==> src/rtl/alu_issue_pkg.sv <==
// Shared types and constants for the ALU issue unit: opcodes, FSM states, widths.
package alu_issue_pkg;

  localparam int OPND_W = 8;
  localparam int SEL_W  = 4;
  localparam int RES_W  = 16;
  localparam int CMD_W  = SEL_W + 2 * OPND_W;

  localparam logic [SEL_W-1:0] OP_AND       = 4'b0000;
  localparam logic [SEL_W-1:0] OP_OR        = 4'b0001;
  localparam logic [SEL_W-1:0] OP_XOR       = 4'b0010;
  localparam logic [SEL_W-1:0] OP_XNOR      = 4'b0011;
  localparam logic [SEL_W-1:0] OP_NAND      = 4'b0100;
  localparam logic [SEL_W-1:0] OP_NOTA_OR_B = 4'b0101;
  localparam logic [SEL_W-1:0] OP_ADD       = 4'b0110;
  localparam logic [SEL_W-1:0] OP_SUB       = 4'b0111;
  localparam logic [SEL_W-1:0] OP_DIV       = 4'b1000;
  localparam logic [SEL_W-1:0] OP_CONCAT    = 4'b1001;
  localparam logic [SEL_W-1:0] OP_REPL      = 4'b1010;
  localparam logic [SEL_W-1:0] OP_SHLA      = 4'b1011;
  localparam logic [SEL_W-1:0] OP_SHRA      = 4'b1100;
  localparam logic [SEL_W-1:0] OP_SHLB      = 4'b1101;
  localparam logic [SEL_W-1:0] OP_SHRB      = 4'b1110;
  localparam logic [SEL_W-1:0] OP_REDOR_B   = 4'b1111;

  typedef enum logic [1:0] {
    ST_IDLE  = 2'd0,
    ST_ISSUE = 2'd1,
    ST_RESP  = 2'd2
  } state_t;

endpackage

==> src/rtl/alu_cmd_fifo.sv <==
// Command FIFO for the ALU issue unit; DEPTH must be a power of two so the
// pointers wrap naturally. No bypass: a written entry is readable next cycle.
module alu_cmd_fifo #(
  parameter int DEPTH = 4,
  parameter int WIDTH = 20
) (
  input  logic             clk,
  input  logic             rst,
  input  logic             push_i,
  input  logic [WIDTH-1:0] wdata_i,
  input  logic             pop_i,
  output logic [WIDTH-1:0] rdata_o,
  output logic             full_o,
  output logic             empty_o
);

  localparam int AW = $clog2(DEPTH);
  localparam logic [AW:0] FULL_CNT = (AW + 1)'(DEPTH);

  logic [WIDTH-1:0] mem_q [DEPTH];
  logic [AW-1:0]    wr_ptr_q, wr_ptr_d;
  logic [AW-1:0]    rd_ptr_q, rd_ptr_d;
  logic [AW:0]      count_q, count_d;
  logic             push_ok, pop_ok;

  assign full_o  = (count_q == FULL_CNT);
  assign empty_o = (count_q == '0);
  assign push_ok = push_i && !full_o;
  assign pop_ok  = pop_i && !empty_o;
  assign rdata_o = mem_q[rd_ptr_q];

  always_comb begin
    wr_ptr_d = wr_ptr_q;
    rd_ptr_d = rd_ptr_q;
    count_d  = count_q;
    if (push_ok) wr_ptr_d = wr_ptr_q + 1'b1;
    if (pop_ok)  rd_ptr_d = rd_ptr_q + 1'b1;
    case ({push_ok, pop_ok})
      2'b10:   count_d = count_q + 1'b1;
      2'b01:   count_d = count_q - 1'b1;
      default: count_d = count_q;
    endcase
  end

  always_ff @(posedge clk or posedge rst) begin
    if (rst) begin
      wr_ptr_q <= '0;
      rd_ptr_q <= '0;
      count_q  <= '0;
    end else begin
      wr_ptr_q <= wr_ptr_d;
      rd_ptr_q <= rd_ptr_d;
      count_q  <= count_d;
    end
  end

  // Storage needs no reset; emptiness is tracked by count_q alone.
  always_ff @(posedge clk) begin
    if (push_ok) mem_q[wr_ptr_q] <= wdata_i;
  end

endmodule

==> src/rtl/alu_issue_unit.sv <==
// Queues ALU commands, issues them to an external combinational ALU and holds
// each result until consumed. Optional divide-by-zero override: ALU_ISSUE_DIVZ_EN.
module alu_issue_unit
  import alu_issue_pkg::*;
#(
  parameter int FIFO_DEPTH = 4
) (
  input  logic              clk,
  input  logic              rst,
  input  logic              cmd_valid,
  output logic              cmd_ready,
  input  logic [OPND_W-1:0] cmd_a,
  input  logic [OPND_W-1:0] cmd_b,
  input  logic [SEL_W-1:0]  cmd_sel,
  output logic [OPND_W-1:0] alu_a,
  output logic [OPND_W-1:0] alu_b,
  output logic [SEL_W-1:0]  alu_sel,
  input  logic [RES_W-1:0]  alu_out,
  output logic              rsp_valid,
  input  logic              rsp_ready,
  output logic [RES_W-1:0]  rsp_data,
  output logic [SEL_W-1:0]  rsp_sel,
  output logic              rsp_divz,
  output logic              busy
);

  state_t            state_q, state_d;
  logic              fifo_full, fifo_empty;
  logic [CMD_W-1:0]  fifo_rdata;
  logic              pop, load, capture;
  logic              divz_hit;
  logic [RES_W-1:0]  cap_data;

  logic [OPND_W-1:0] alu_a_q, alu_b_q;
  logic [SEL_W-1:0]  alu_sel_q;
  logic [RES_W-1:0]  rsp_data_q;
  logic [SEL_W-1:0]  rsp_sel_q;
  logic              rsp_divz_q;

  alu_cmd_fifo #(
    .DEPTH (FIFO_DEPTH),
    .WIDTH (CMD_W)
  ) u_fifo (
    .clk     (clk),
    .rst     (rst),
    .push_i  (cmd_valid && cmd_ready),
    .wdata_i ({cmd_sel, cmd_a, cmd_b}),
    .pop_i   (pop),
    .rdata_o (fifo_rdata),
    .full_o  (fifo_full),
    .empty_o (fifo_empty)
  );

  assign cmd_ready = !fifo_full;

  always_comb begin
    state_d = state_q;
    pop     = 1'b0;
    load    = 1'b0;
    capture = 1'b0;
    case (state_q)
      ST_IDLE: begin
        if (!fifo_empty) begin
          pop     = 1'b1;
          load    = 1'b1;
          state_d = ST_ISSUE;
        end
      end
      ST_ISSUE: begin
        capture = 1'b1;
        state_d = ST_RESP;
      end
      ST_RESP: begin
        if (rsp_ready) begin
          if (!fifo_empty) begin
            pop     = 1'b1;
            load    = 1'b1;
            state_d = ST_ISSUE;
          end else begin
            state_d = ST_IDLE;
          end
        end
      end
      default: state_d = ST_IDLE;
    endcase
  end

`ifdef ALU_ISSUE_DIVZ_EN
  assign divz_hit = (alu_sel_q == OP_DIV) && (alu_b_q == '0);
`else
  assign divz_hit = 1'b0;
`endif

  assign cap_data = divz_hit ? {RES_W{1'b1}} : alu_out;

  always_ff @(posedge clk or posedge rst) begin
    if (rst) begin
      state_q    <= ST_IDLE;
      alu_a_q    <= '0;
      alu_b_q    <= '0;
      alu_sel_q  <= '0;
      rsp_data_q <= '0;
      rsp_sel_q  <= '0;
      rsp_divz_q <= 1'b0;
    end else begin
      state_q <= state_d;
      if (load) begin
        {alu_sel_q, alu_a_q, alu_b_q} <= fifo_rdata;
      end
      // Response registers change only here, so they hold through RESP.
      if (capture) begin
        rsp_data_q <= cap_data;
        rsp_sel_q  <= alu_sel_q;
        rsp_divz_q <= divz_hit;
      end
    end
  end

  assign alu_a     = alu_a_q;
  assign alu_b     = alu_b_q;
  assign alu_sel   = alu_sel_q;
  assign rsp_valid = (state_q == ST_RESP);
  assign rsp_data  = rsp_data_q;
  assign rsp_sel   = rsp_sel_q;
  assign rsp_divz  = rsp_divz_q;
  assign busy      = (state_q != ST_IDLE) || !fifo_empty;

endmodule

==> config.mk <==
export PLATFORM = sky130hd
export DESIGN_NAME = alu_issue_unit
export DESIGN_NICKNAME = d
export VERILOG_FILES = /design/src/rtl/alu_issue_pkg.sv /design/src/rtl/alu_cmd_fifo.sv /design/src/rtl/alu_issue_unit.sv
export SDC_FILE = /design/constraint.sdc
export NUM_CORES = 1
export LEC_CHECK = 0
export ABC_AREA = 0
export BUFFER_PORTS_ARGS = -buffer_cell sky130_fd_sc_hd__buf_4
export CAP_MARGIN = 30
export CORE_MARGIN = 2
export CORE_UTILIZATION = 50
export CTS_CLUSTER_SIZE = 28
export DETAILED_ROUTE_END_ITERATION = 6
export GPL_TIMING_DRIVEN = 0
export PLACE_DENSITY_LB_ADDON = 0.15
export SLEW_MARGIN = 15
export SYNTH_ARGS = -nofsm -noshare
export SYNTH_HDL_FRONTEND = slang
export SYNTH_HIERARCHICAL = 1
export SYNTH_SLANG_ARGS = --single-unit
==> constraint.sdc <==
create_clock -name clk -period 1.9 [get_ports clk]
set_input_delay 0.095 -clock clk [delete_from_list [all_inputs] [get_ports clk]]
set_output_delay 0.095 -clock clk [all_outputs]
set_load 0.01 [all_outputs]
==> results of run 1 <==
[stage by stage]
stage	hold WS, ns	instance area, um^2
after floorplan	-0.102	4980
after global placement	0.0717	5760
after detailed placement	0.0709	5780
after CTS	0.0928	6770
after global routing	0.152	6790
final	0.157	6790
[flip-flops by register name, indices dropped and copies added, names as in the netlist]
name and flops:
u_fifo/wr_ptr_q 2, u_fifo/mem_q 80, alu_b 8, u_fifo/count_q 3, alu_sel 4, u_fifo/rd_ptr_q 2, rsp_data 16, state_q 2
alu_a 8, rsp_sel 4
[cell usage after synthesis]
master	number
edfxtp_1	80
dfrtp_1	49
mux2_2	39
mux4_2	19
inv_1	9
ha_1	5
and2_2	4
buf_6	4
buf_4	3
xnor2_1	3
xor2_1	3
buf_2	2
mux2_4	2
nand2_1	2
nor2_1	2
nor3b_4	2
and2b_1	1
conb_1	1
fa_1	1
mux2i_1	1
mux4_1	1
nand2b_1	1
nand2b_2	1
nor2b_1	1
nor2b_4	1
nor3_1	1
nor3b_1	1
o21ai_0	1
o31a_2	1
[critical path: stages (launching register included)]
cell and delay (ns):
dfrtp_2 0.45, nor3b_4 0.21, nor2b_1 0.07, nor2b_4 0.14
inv_2 0.06, ha_4 0.13, inv_2 0.03, fa_2 0.33
xor2_1 0.16, nor2_1 0.14, xor2_1 0.15
[worst max path at each step]
stage | end | cells after the start | slack (ns) | startpoint
global placement | u_fifo/count_q[2] | 10 | -0.16 | u_fifo/count_q[1]
CTS | u_fifo/count_q[2] | 10 | -0.07 | u_fifo/count_q[0]
detailed placement | u_fifo/count_q[2] | 10 | -0.20 | u_fifo/count_q[1]
floorplan | u_fifo/count_q[2] | 10 | -0.06 | u_fifo/count_q[1]
global route | u_fifo/count_q[2] | 9 | -0.16 | state_q[1]
finish | u_fifo/count_q[2] | 10 | -0.05 | u_fifo/count_q[1]
[area by class of cell]
cell class                 instances  area, um^2
multi-input combinational         94        1260
tap                              133         166
buffer                             9        77.6
timing repair buffer             131        1090
sequential                       129        3630
fill                             641        2890
inverter                           9        33.8
clock inverter                     9        63.8
clock buffer                      23         467
[cell usage in the layout (no fill, tap or decap), types with 3 or more instances in the layout]
cell | Yosys | layout
clkbuf_16 | 0 | 16
clkbuf_1 | 0 | 3
ha_1 | 5 | 4
mux4_2 | 19 | 19
buf_6 | 4 | 4
dfrtp_1 | 49 | 47
clkinv_2 | 0 | 3
inv_1 | 9 | 6
buf_4 | 3 | 95
clkinv_1 | 0 | 5
xnor2_1 | 3 | 3
clkbuf_8 | 0 | 4
inv_2 | 0 | 3
edfxtp_1 | 80 | 80
mux2_2 | 39 | 39
xor2_1 | 3 | 3
dlygate4sd3_1 | 0 | 38
and2_4 | 0 | 3
[power by group]
group	switching (W)	leakage, nW	internal (W)
clock network	0.00106	0.263	0.00181
registers	0.000446	1.30	0.00396
logic	0.00174	1.14	0.00236
total	0.00324	2.71	0.00812
[cells by family (layout without fill, tap and decap cells)]
group,count (synthesis),count (layout),synth area share
fa+ha+maj,6,6,0.0166
buf+inv,18,181,0.0224
mux,62,62,0.188
xor+xnor,6,6,0.0106
other cells,1,1,0.000755
compound gates,2,2,0.00302
simple gates,17,17,0.0277
flops,129,129,0.731
[routing by layer]
| layer | track usage | vias up | wire length (um) |
|---|---|---|---|
| met3 | 0.0497 | 9 | 375 |
| met1 | 0.234 | 1377 | 4020 |
| met4 | 0.0811 | 0 | 115 |
| met2 | 0.301 | 79 | 4630 |
| li1 | - | 1220 | - |
| met5 | 0 | - | 0 |
[timing repair]
item | CTS | global route
setup buffers | 8 | 2
pin swaps | 4 | 5
endpoints found under the setup margin | 82 | 22
gates resized for setup | 8 | 1
endpoints found under the hold margin | 146 | 0
hold buffers | 38 | 0
==> results summary, run 1 <==
The final antenna-violating net count came out at 0. The area of the core came out at 9680 um^2. The number of register bits inferred by synthesis is between 100 and 150.

The die covers 10700 um^2. The routed layout has between 2000 and 3000 vias. The finished layout holds about 540 standard cells, fillers aside. Of all nets on the critical path, the largest fanout is 4.

The maximum level of the CTS H-tree came out at 4. For the pin with the worst max-slew slack, the measured transition is 0.608 ns. The via count of the first global-routing pass came out at 2874. The final worst clock skew came out at 0.00509 ns. The worst setup path is captured at a flip-flop. In this run the clock root is driven by a clkbuf_8. The static power due to leakage is 2.71 nW. The pre-CTS setup slack is -0.201 ns. The clock reaches the later pin of the worst-skew pair after approximately 0.50 ns.

The post-layout total power came out at approximately 0.011 W. Derived from the worst setup path, the maximum achievable clock frequency is 0.512 GHz. In the final routed layout, each cell accounts on average for around 17 um. The initial standard-cell utilization of the core came out at 0.513. The height of the die is 104 um. The end-of-flow core utilization came out at 0.701. The width of the chip came out at 104 um. The number of DRC markers in iteration 0 is 116.

In this run, placement finished with an instance count of approximately 460. The final setup slack of the worst path came out at -0.0515 ns. The checks that failed: negative setup slack. The cell depth of the worst flop-to-flop path is 10. The netlist uses 29 different library cells. Counting I/O delays and the setup requirement, the final critical path takes 1.95 ns. The maximum buffer depth of the clock tree is 2. The post-synth design cell area came out at 4960 um^2. The maximum VDD drop came out at 0.000726 V. Measured against its own limit, the worst slew margin works out to 0.595. Entering global routing, the biggest net connects 29 pins. STA puts the critical path data required time at 2.32 ns.

The aggregate negative setup slack came out at -0.0515 ns. The clock-pin slew on the worst setup and hold paths is about 0.06 ns. The max-slew violation total from the final report is 0. The tree built by TritonCTS fans out to 129 sinks. The number of standard-cell rows in the floorplan came out at 36. The first-pass detailed-route iteration total is 4.

The post-detailed-route via-to-cell ratio came out at around 5.0. The run finished, with violations left. Yosys attributes the largest share of cell area to edfxtp_1 (48%), dfrtp_1 (25%), mux2_2 (8.8%).

The arrival time of the worst setup path came out at 2.38 ns. Relative to the synthesized area, the layout overhead comes to 36.8%. The number of CTS-inserted buffers is 17.

The critical path is of the reg -> reg type. Across every metal layer, demand over resource in global routing totals 0.184. The number of antenna violations at the first check in global routing came out at 0. The startpoint identified for the worst register-to-register timing path is u_fifo/count_q[1]. The post-synth net total came out at roughly 290. The register-to-register setup slack is -0.05 ns. For this run, design rule violations remaining after detail routing come to 0.

During synthesis, Yosys emitted a total of 6 warnings. The TritonCTS clock tree is done. After the last flow step, the layout net total stands at 437.

The fraction of final layout cells with drive strength greater than 1 came out at 0.505. After detailed routing, the total wire length is ~9100 um. Setup repair after global routing could not meet its margin everywhere.

The final worst-path cycle share came out at 1.03. The first global-routing pass estimated 14800 um of wire. Across the run, the number of max-cap violations was 0. Of all cell types, the one taking the most synthesized area is edfxtp_1.

The detailed placer's ending HPWL came out at 5380 um. The tightest min-delay check is of the in -> async type. The final number of hold-violating endpoints is 0. The mean area per synthesized cell is between 20 and 25 um^2. Synthesis produced a netlist whose cell count is 241.

The count of input and output buffers came out at 82. The worst reg2reg path endpoint is u_fifo/count_q[2]. The I/O pin total is 84. The antenna diode instance count came out at 0. After global routing the overflow that remains totals 0.

Of the post-synthesis cell area, the dominant cell type holds 0.484. STA classifies the critical path startpoint as a flip-flop. The fraction of the yosys area taken by sequential cells is 0.731. Routability-driven placement finished with a final weighted congestion of around 0.68.

Setup violations remaining at the end of the flow were counted as 1. Power spread over the standard cell area amounts to 1670 nW/um^2.
No activity file was read; power rests on OpenSTA's default activity.
==> run 2, diff against run 1 <==
Settings changed: SKIP_CTS_REPAIR_TIMING set to 1.
==> results summary, run 2 (same netlist as run 1, synthesis figures left out) <==
The leading cell type in the layout, fill and taps excluded is buf_4 (unchanged). The cell-internal power is 0.00812 W (about the same). The average wire per cell in the routed design is 17.0 um (about the same). The switching power summed over all nets is 0.00325 W (was 0.00324 W). The shortest period the worst path allows is 1.96 ns (was 1.95 ns).

The final setup slack of the worst path is -0.0637 ns (was -0.0515 ns). The met2 capacity usage during global routing came out at 0.272 (was 0.301). The number of CTS-inserted buffers came out at 17 (unchanged). The fraction of final layout cells with drive strength greater than 1 came out at 0.506 (was 0.505).

The wire length after detailed routing came out at 9120 um (was 9140 um). The transition time at the pin with the least slew margin came out at 0.609 ns (was 0.608 ns). The static power due to leakage came to 2.70 nW (was 2.71 nW). The highest cell delay on the worst timing path is 0.45 ns (about the same).

The number of DRC markers in iteration 0 was 110 (was 116). The kind of capture point of the worst setup path was a flip-flop (unchanged). The number of buffers and inverters on the critical path is 2 (unchanged). The height of the die is 104 um (unchanged). The final setup violation count was 1 (unchanged). The combinational share of power is 0.360 (was 0.361). The I/O pin total is 84 (unchanged). The width of the chip came out at 104 um (unchanged). The initial standard-cell utilization of the core is 0.513 (unchanged).

The TritonCTS clock tree is done (unchanged). The kind of launch point of the worst setup path is a flip-flop (unchanged). The pin count of the biggest net entering global routing came out at 29 (unchanged). The peak-usage layer in the global routing report is met2 (unchanged). The area of the core came to 9680 um^2 (unchanged).

The final worst clock skew is 0.00599 ns (was 0.00509 ns). The net total in the final layout came out at 436 (was 437). The remaining global-route overflow came out at 0 (unchanged).

The detailed placer's ending HPWL came out at 5380 um (unchanged). The final worst-path cycle share is 1.03 (about the same). The final antenna-violating net count is 0 (unchanged). The root cell of the clock tree is clkbuf_8 (unchanged).

The maximum level of the CTS H-tree was 4 (unchanged). The number of antenna violations at the first check in global routing came out at 0 (unchanged). The antenna diode instance count is 0 (unchanged). The last weighted congestion value of the routability-driven placer is 0.684 (unchanged).

The worst-path cell with the longest stage delay is dfrtp_2 (unchanged). The first-pass detailed-route iteration total is 5 (was 4). The maximum buffer depth of the clock tree is 2 (unchanged). The worst hold slack was 0.138 ns (was 0.157 ns). The arrival time of the worst setup path is 2.38 ns (about the same).

The met3 demand-to-capacity share in global routing is 0.0510 (was 0.0497). Violated checks: negative setup slack (unchanged). The register bank with the most flops is u_fifo/mem_q (unchanged). Series of cell instances along the critical path: nor3b_4 > nor2b_1 > nor2b_4 > inv_2 > ha_4 > inv_2 > fa_2 > xor2_1 > nor2_1 > xor2_1 (unchanged). The maximum VDD drop came to 0.000725 V (was 0.000726 V). The max-capacitance violation count came out at 0 (unchanged).

The proportion of power drawn by the clock network is 0.252 (about the same). The critical-path maximum fanout came out at 5 (was 4). Most used cells in the layout excluding fill and tap cells: buf_4 (94), edfxtp_1 (80), dfrtp_1 (46), mux2_2 (39), dlygate4sd3_1 (38) (was buf_4 (95), edfxtp_1 (80), dfrtp_1 (47), mux2_2 (39), dlygate4sd3_1 (38)). The relative area change from synthesis to final layout came to 36.6% (was 36.8%). The critical path class is reg -> reg (unchanged). The ratio of total power to cell area came out at 1680 nW/um^2 (was 1670 nW/um^2). The data required time of the critical path came out at 2.32 ns (about the same). The post-layout total power is 0.0114 W (about the same). The number of vias after detailed routing is 2679 (was 2685).

The max-slew violation total from the final report is 0 (unchanged). The clock-pin slew on the worst setup and hold paths came out at 0.06 ns (about the same). The kind of cell adding the most delay to the critical path is simple AND/OR/NAND/NOR gates (unchanged). The via count of the first global-routing pass is 2603 (was 2874). The total die area is 10700 um^2 (unchanged). The class of the worst hold path is in -> async (unchanged). The first-pass GRT wire length is 13600 um (was 14800 um). The flip-flop count of the largest register, all copies and words added came out at 80 (unchanged). The pre-CTS setup slack came out at -0.201 ns (unchanged).

The fraction of power consumed by sequential logic is 0.388 (about the same). The final number of hold-violating endpoints is 0 (unchanged). RSZ-0062 raised after global routing: yes (unchanged).

The post-detailed-route via-to-cell ratio came out at 5.00 (about the same). The worst-skew pair later-pin latency came out at 0.50 ns (about the same). The highest achievable clock rate came out at 0.509 GHz (was 0.512 GHz).

The clock sink total came out at 129 (unchanged). Outcome: finished, violations left (unchanged). The met1 usage in global routing came to 0.217 (was 0.234). The normalized max-slew margin is 0.594 (was 0.595). The number of standard-cell rows in the floorplan was 36 (unchanged). The count of input and output buffers is 82 (unchanged).

The placed instance count is 457 (unchanged). The total routing usage reported by global routing is 0.171 (was 0.184). The final routed DRC violation total is 0 (unchanged).

The net switching share of the total power came out at 0.286 (was 0.285). The filler-free cell count of the finished design came out at 536 (was 537).
[run 2: cell count changes in the layout (fill, tap and decap cells not counted), sizes merged]
| cell | before | now |
|---|---|---|
| buf | 102 | 101 |
[run 2: worst reg2reg max path, stage by stage, from the launching register on]
cell and delay (ns):
dfrtp_2 0.45, nor3b_4 0.23, nor2b_1 0.07, nor2b_4 0.14, inv_2 0.06, ha_4 0.13
inv_2 0.03, fa_2 0.33, xor2_1 0.17, nor2_1 0.12, xor2_1 0.14
[run 2: per-stage QoR]
step           cell area, um^2   util  TNS (ns)
3_5_place_dp              5780  0.597     -2.06
2_1_floorplan             4980      -   -0.0572
6_report                  6780  0.700   -0.0637
4_1_cts                   6310  0.651     -3.25
5_1_grt                   6780  0.700     -1.20
3_3_place_gp              5760  0.595     -1.63
[run 2: layout make-up]
| cell class | count | area, um^2 |
|---|---|---|
| clock buffer | 23 | 467 |
| timing repair buffer | 130 | 1080 |
| multi-input combinational | 94 | 1260 |
| inverter | 9 | 33.8 |
| buffer | 9 | 77.6 |
| tap | 133 | 166 |
| clock inverter | 9 | 63.8 |
| fill | 645 | 2900 |
| sequential | 129 | 3630 |
[run 2: worst paths after layout]
path / from / to / slack, ns / cells after the start
worst min-delay path: rst / u_fifo/rd_ptr_q[1] / 0.14 / 3
worst max-delay path: u_fifo/count_q[0] / u_fifo/count_q[2] / -0.06 / 10
max in group asynchronous: rst / rsp_sel[3] / 1.23 / 4
worst min register to register: rsp_data[7] / rsp_data[7] / 0.50 / 1
min in group clk: cmd_valid / u_fifo/count_q[0] / 0.28 / 6
worst max register to register: u_fifo/count_q[0] / u_fifo/count_q[2] / -0.06 / 10
[run 2: metal layers]
metal  part of all wire  wire length (um)
met1               0.44              3970
met2               0.50              4600
met3              0.045               411
met4              0.016               143
met5                  0                 0
[run 2: power by group through the flow]
stage / combinational [W] / clock [W] / sequential, W
finish: 0.00409 / 0.00286 / 0.00441
global route: 0.00443 / 0.00304 / 0.00452
CTS: 0.00386 / 0.00291 / 0.00442
detailed placement: 0.00383 / 0 / 0.00447
global placement: 0.00378 / 0 / 0.00441
floorplan: 0.00233 / 0 / 0.00457
